==> src/rtl/up_sampler_pkg.sv <==
// Shared definitions for the up-sampler and its sibling decimator.
// Optional build macro: UP_SAMPLER_HOLD_EN (sample-and-hold mode).
package up_sampler_pkg;

  // Default sample width, shared with the decimator.
  localparam int SAMPLE_W = 10;

  // Output phase of the 1:2 interpolator.
  typedef enum logic {
    IDLE   = 1'b0,
    SECOND = 1'b1
  } phase_t;

endpackage

==> src/rtl/up_sampler_midpoint_avg.sv <==
// midpoint_avg: combinational floor((a+b)/2) of two signed samples.
// The sum is formed at Width+1 bits, so the halved result always fits in Width.
module midpoint_avg
  import up_sampler_pkg::*;
#(
  parameter int Width = SAMPLE_W
) (
  input  logic signed [Width-1:0] a,
  input  logic signed [Width-1:0] b,
  output logic signed [Width-1:0] y
);

  logic signed [Width:0] sum;

  // Widen, add, then arithmetic shift right for floor rounding.
  always_comb begin
    sum = {a[Width-1], a} + {b[Width-1], b};
    y   = Width'(sum >>> 1);
  end

endmodule

==> src/rtl/up_sampler.sv <==
// up_sampler: 1:2 interpolating up-sampler.
// Each accepted sample yields two outputs on consecutive enabled edges:
// the midpoint with the previous sample, then the sample itself.
// Build macro UP_SAMPLER_HOLD_EN selects sample-and-hold mode (first output
// is the sample itself; the prev/primed logic is not built).
//
// state  | meaning
// IDLE   | ready for a new sample; emits the first output of a pair on accept
// SECOND | first output issued; emits the held sample (cur) on next enabled edge
module up_sampler
  import up_sampler_pkg::*;
#(
  parameter int Width = SAMPLE_W
) (
  input  logic                    clk,
  input  logic                    rst,
  input  logic                    en,
  input  logic signed [Width-1:0] data_in,
  input  logic                    valid_in,
  output logic                    ready_in,
  output logic signed [Width-1:0] data_out,
  output logic                    valid_out,
  output logic                    overrun
);

  phase_t                  phase;
  phase_t                  phase_nxt;
  logic                    accept;
  logic                    drop;
  logic signed [Width-1:0] cur;

`ifndef UP_SAMPLER_HOLD_EN
  logic signed [Width-1:0] prev;
  logic                    primed;
  logic signed [Width-1:0] mid;

  midpoint_avg #(.Width(Width)) u_mid (
    .a (prev),
    .b (data_in),
    .y (mid)
  );
`endif

  // Handshake decode and next phase.
  always_comb begin
    phase_nxt = phase;
    ready_in  = en && (phase == IDLE);
    accept    = ready_in && valid_in;
    drop      = en && valid_in && !ready_in;
    if (en) begin
      case (phase)
        IDLE:    if (valid_in) phase_nxt = SECOND;
        SECOND:  phase_nxt = IDLE;
        default: phase_nxt = IDLE;
      endcase
    end
  end

  // Phase register.
  always_ff @(posedge clk) begin
    if (rst) phase <= IDLE;
    else     phase <= phase_nxt;
  end

  // Output datapath, sample history and sticky overrun flag.
  always_ff @(posedge clk) begin
    if (rst) begin
      data_out  <= '0;
      valid_out <= 1'b0;
      overrun   <= 1'b0;
      cur       <= '0;
`ifndef UP_SAMPLER_HOLD_EN
      prev      <= '0;
      primed    <= 1'b0;
`endif
    end else begin
      if (drop) overrun <= 1'b1;
      if (!en) begin
        valid_out <= 1'b0;
      end else if (accept) begin
        cur       <= data_in;
        valid_out <= 1'b1;
`ifdef UP_SAMPLER_HOLD_EN
        data_out  <= data_in;
`else
        prev      <= data_in;
        primed    <= 1'b1;
        data_out  <= primed ? mid : data_in;
`endif
      end else if (phase == SECOND) begin
        data_out  <= cur;
        valid_out <= 1'b1;
      end else begin
        valid_out <= 1'b0;
      end
    end
  end

endmodule

==> config.mk <==
export PLATFORM = sky130hd
export DESIGN_NAME = up_sampler
export DESIGN_NICKNAME = d
export VERILOG_FILES = /design/src/rtl/up_sampler_pkg.sv /design/src/rtl/up_sampler_midpoint_avg.sv /design/src/rtl/up_sampler.sv
export SDC_FILE = /design/constraint.sdc
export NUM_CORES = 1
export LEC_CHECK = 0
export CORE_ASPECT_RATIO = 0.9
export CORE_UTILIZATION = 60
export DETAILED_ROUTE_END_ITERATION = 8
export DONT_BUFFER_PORTS = 1
export PLACE_DENSITY = 0.76
export SLEW_MARGIN = 10
export SYNTH_ARGS = -nofsm -noshare
export SYNTH_HDL_FRONTEND = slang
export SYNTH_SLANG_ARGS = --single-unit
export TNS_END_PERCENT = 10
==> constraint.sdc <==
create_clock -name clk -period 3 [get_ports clk]
set_clock_uncertainty 0.1 [all_clocks]
set_input_delay 0.6 -clock clk [delete_from_list [all_inputs] [get_ports clk]]
set_output_delay 0.6 -clock clk [all_outputs]
set_load 0.01 [all_outputs]
[Yosys cells after proc, flatten, opt, wreduce, memory -nomap -nowiden]
Index checks and enable logic that the tools add are counted.
Word-level totals
  input bits: 14
  bits in latches: 0
  output and inout bits: 13
  register bits: 24
  ROM bits: 0
  memories kept: 0
  memory bits (writable): 0
Operators by class
  eq/ne operators: 0
  multipliers: 0
  divide/modulo/power cells: 0
  add/sub/neg operators: 1
  bitwise operators: 2
  shifts and indexed selects: 0
  reductions and logical operators: 9
  magnitude comparators: 0
  mux-type cells: 7
Operators by type and width (number)
  $mux W10: 3
  $add A10 B10 Y11: 1
  $logic_and A1 B1 Y1: 4
  $reduce_and A2 Y1: 2
  $mux W1: 3
  $not A1 Y1: 2
  $pmux W1 S2: 1
  $reduce_bool A2 Y1: 1
  $reduce_or A2 Y1: 1
  $logic_not A1 Y1: 1

[Logic depth before layout (Yosys ltp)]
  word-level depth: 5
  gate-level depth with buffers: 7
  mapped depth without buffers: 7

[Cells and area by module]
From an unflattened synthesis, not the netlist that was laid out.
Unflattened totals
  cells, all modules: 177
  area, all modules: 1487.7 sq um
Modules (own cells, without submodules)
  up_sampler: seq. area each 480.5 sq um, area each 1064.8 sq um, instances 1, cells an instance 118
  midpoint_avg: seq. area each 0.0 sq um, area each 422.9 sq um, instances 1, cells an instance 59

[Least setup slack after synthesis]
Ideal clock, no wire load.
  path kind: input to register
  start: input data_in[2]
  end: register data_out[7]
  cell stages on the path: 6
  library setup time: 0.122 ns
  setup slack: 0.765 ns
  buffers on the path: 0
  data arrival time: 2.013 ns
  path through: ha_1 nor2b_4 o31a_4 a221oi_4 mux2i_1 a311o_1
Between the ends
  cells in the longest elaborated chain, start to end: 3
RTL lines
  start, declared: line up_sampler.sv:18  | input logic signed [Width-1:0] data_in,
  $add A10 B10 Y11: line up_sampler_midpoint_avg.sv:17  | sum = {a[Width-1], a} + {b[Width-1], b};
  $mux W10: line up_sampler.sv:88  | data_out <= primed ? mid : data_in;
  $mux W10: line up_sampler.sv:80  | end else if (accept) begin
  end signal, assigned: line up_sampler.sv:88
  end signal, assigned: line up_sampler.sv:91  | data_out <= cur;
  end, declared: line up_sampler.sv:21  | output logic signed [Width-1:0] data_out,
Every way passes these cells.
A chain may end at the register's enable or synchronous reset.

[Worst setup path in the final report]
  start: register prev[2]
  end: register data_out[7]
Between the ends
  cells in the longest elaborated chain, start to end: 3
RTL lines
  start, declared: line up_sampler.sv:33  | logic signed [Width-1:0] prev;
  start signal, assigned: line up_sampler.sv:86  | prev <= data_in;
  $add A10 B10 Y11: line up_sampler_midpoint_avg.sv:17
  $mux W10: line up_sampler.sv:88
  $mux W10: line up_sampler.sv:80
Every way passes these cells.

==> summary.md <==
| Metric | Value |
|---|---|
| Status | finished clean |
| Detail Route Antenna Nets | 0 |
| DRC violations left | 0 |
| Final hold vios | 0 |
| Total number of vias | approximately 1300 |
| Share of cells above drive strength 1 | 0.0541 |
| DP HPWL | 2500 um |
| DR iter-0 viols | between 50 and 60 |
| Fin. max-slew vios | 0 |
| Critical-path cell list | ha_1 > nor2b_4 > o31a_4 > a221oi_4 > mux2i_1 > a311o_1 |
| Core area | 2260 um2 |
| Slew at the pin with the worst max-slew slack | 0.767 ns |
| Clock Tree Root | clkbuf_4 |
| Largest family of logic cells by synthesized area | compound AO/OA/AOI/OAI gates |
| Ys async rst share | 0 |
| GPL Wtd Cong | 0.868 |
| Post-synth EDFFs | 0 |
| XOR/XNOR share of the synthesized area | 0.0175 |
| Area of the multi-input gates | slightly below 1000 um2 |
| Simple-gate share of the synthesized area | 0.238 |
| I/O pin total | 27 |
| Overflow after GRT | 0 |
| CTS Hold Bufs | 0 |
| Number of global-route vias before repair | ~1300 |
| Top cell type by total area after synthesis | dfxtp_1 |
| Final setup viols | 0 |
| Clk slew on worst S/H paths | 0.12 ns |
| CP max-delay cell | dfxtp_1 |
| DR WL/cell | 16.0 um |
| I/O Buffers | 0 |
| Clk sinks | 24 |
| Crit path kind | flip-flop to flip-flop |
| Number of library cell types mapped by synthesis | 43 |
| Pleak | 0.607 nW |
| CTS resizes | 0 |
| Total wire length | between 3000 and 4000 um |
| Maximum operating frequency | between 400 and 500 MHz |
| First-pass GRT wire length | about 5700 um |
| Synth area leaders | dfxtp_1 (32%), nand2_1 (7.7%), ha_1 (7.5%) |
| Antenna violations before repair | 0 |
| Synth Area in Adders | 0.0882 |
| Pin count of the biggest net entering global routing | 28 |
| Post-synth top cells | nand2_1 (31), dfxtp_1 (24), a21oi_1 (21), nor2_1 (15), o21ai_0 (11) |
| Num CTS Buffers | 3 |
| Ant. Diodes | 0 |
| Net Count, Synth | 212 |
| CTS Buffer Depth | 2 |
| H-tree Lvls | 1 |
| Die Y | around 49 um |
| Reg2reg setup slack | 0.94 ns |
| Sequential area share after synthesis | 0.319 |
| GRT Util Overall | 0.281 |
| Slew headroom | 0.483 |
| Worst-skew pair later-pin latency | 0.32 ns |
| DIE AREA | 2710 um2 |
| Fin Setup TNS | 0 ns |
| Sequential cell area | 480 um2 |
| Layout Nets | 210 |
| Die X | ~55 um |
| Peak supply drop | approximately 0.43 mV |
| CTS tree | done |
| Warnings from Yosys | 0 |
| Mux share of post-synthesis cell area | 0.0275 |
| Synthesis-to-finish area growth | 3.08% |
| Final Power | 0.000646 W |
| Avg Inst Size Synth | approximately 8 um2 |
| Synth Register Bits | 24 |
| Postcts setup bufs | 0 |
| Via density | 6.34 |
| Critical path arrival | approximately 2.2 ns |
| Initial Util | 0.665 |
| Layout fillers | 199 |
| Core Rows | 16 |
| CP Max Fanout | 4 |
| Path category of the worst min-delay check | input pin to flip-flop |
| Power Dens Cells | 417 nW/um2 |
| Synth Flop Type | dfxtp_1 |
| Post-Syn Area | 1500 um2 |
| Fin crit period | 2.06 ns |
| First-pass iteration count of the detailed router | 4 |
| RSZ-0062 raised after global routing | false |
| Crit-path max cell delay | 0.35 ns |
| Compound-Gate Fraction of Synth Area | 0.274 |
| Type of origin of the critical path | flip-flop |
| Mapped Cells | roughly 190 |
| Max Cap Viol | 0 |
| Post-synth top area share | 0.319 |
| Worst Path Required | between 3 and 4 ns |
| Final period util | 0.688 |
| Most instantiated library cell after synthesis | nand2_1 |
| Crit. End Element | flip-flop |
## state kept, by name, indices dropped and copies added (netlist names)
register,flops
prev,10
primed,1
data_out,10
overrun,1
valid_out,1
phase,1
## cell families after synthesis
logic type                 count (synthesis)
DFF                                       24
muxes                                      4
and+or+nand+nor                           74
AOI/OAI and AO/OA                         60
adders and majority gates                 10
buffers and inverters                     13
xor gates and xnor gates                   3
## metrics by stage
stage	cell area, um2	util	hold slack, ns	setup WS [ns]	cells
3_5_place_dp	1510	0.669	0.366	0.661	208
2_1_floorplan	1500	-	0.349	0.765	188
4_1_cts	1550	0.685	0.223	0.926	212
5_1_grt	1550	0.685	0.211	0.851	212
3_3_place_gp	1510	0.669	0.355	0.725	208
6_report	1550	0.685	0.234	0.937	212
## final cells by class
cell class              count  area share
inverters                   4     0.00969
well taps                  27      0.0218
multi-input cells         151       0.626
clock buffers               4      0.0234
flip-flops and latches     24       0.310
repair buffers              2     0.00969
## layout by cell type (no fill, tap or decap), types with 2 or more instances in the layout
| cell | count |
|---|---|
| buf_4 | 2 |
| o21ai_0 | 11 |
| nand3_1 | 6 |
| nand4b_1 | 2 |
| nor2_1 | 15 |
| inv_1 | 4 |
| a21oi_1 | 21 |
| o311ai_0 | 2 |
| nor3_1 | 3 |
| a211oi_1 | 2 |
| clkbuf_4 | 3 |
| a21o_1 | 5 |
| ha_1 | 9 |
| o211ai_1 | 3 |
| a31oi_1 | 2 |
| mux2i_1 | 3 |
| nand2_1 | 31 |
| nand3b_1 | 3 |
| o21a_1 | 4 |
| nor2b_1 | 4 |
| or3_1 | 2 |
| xnor2_1 | 2 |
| a32oi_1 | 2 |
| dfxtp_1 | 24 |
| nand2b_1 | 2 |
## routing by layer
metal | GRT usage | up-vias | part of all wire
met5 | 0 | - | 0
met4 | 0.0128 | 0 | 0.0012
met3 | 0.0833 | 2 | 0.10
met2 | 0.442 | 75 | 0.46
met1 | 0.393 | 593 | 0.44
li1 | - | 675 | -
## worst paths after layout
check | from | end | depth (start not counted)
min | rst | prev[6] | 1
max reg2reg | prev[2] | data_out[7] | 6
max | prev[2] | data_out[7] | 6
min reg2reg | prev[7] | prev[7] | 2
## worst max-delay path, delay by kind of cell, from the launching register on
kind / cells / cell delay (ns)
flops: 1 / 0.35
mux: 1 / 0.11
fa+ha+maj: 1 / 0.33
simple gates: 1 / 0.15
compound gates: 3 / 0.92
## where the power goes
group	switching [W]	internal [W]	total, W
clock network	0.0000940	0.0000743	0.000168
logic	0.0000656	0.0000529	0.000118
registers	0.0000230	0.000336	0.000359
(Power assumes the default switching activity.)
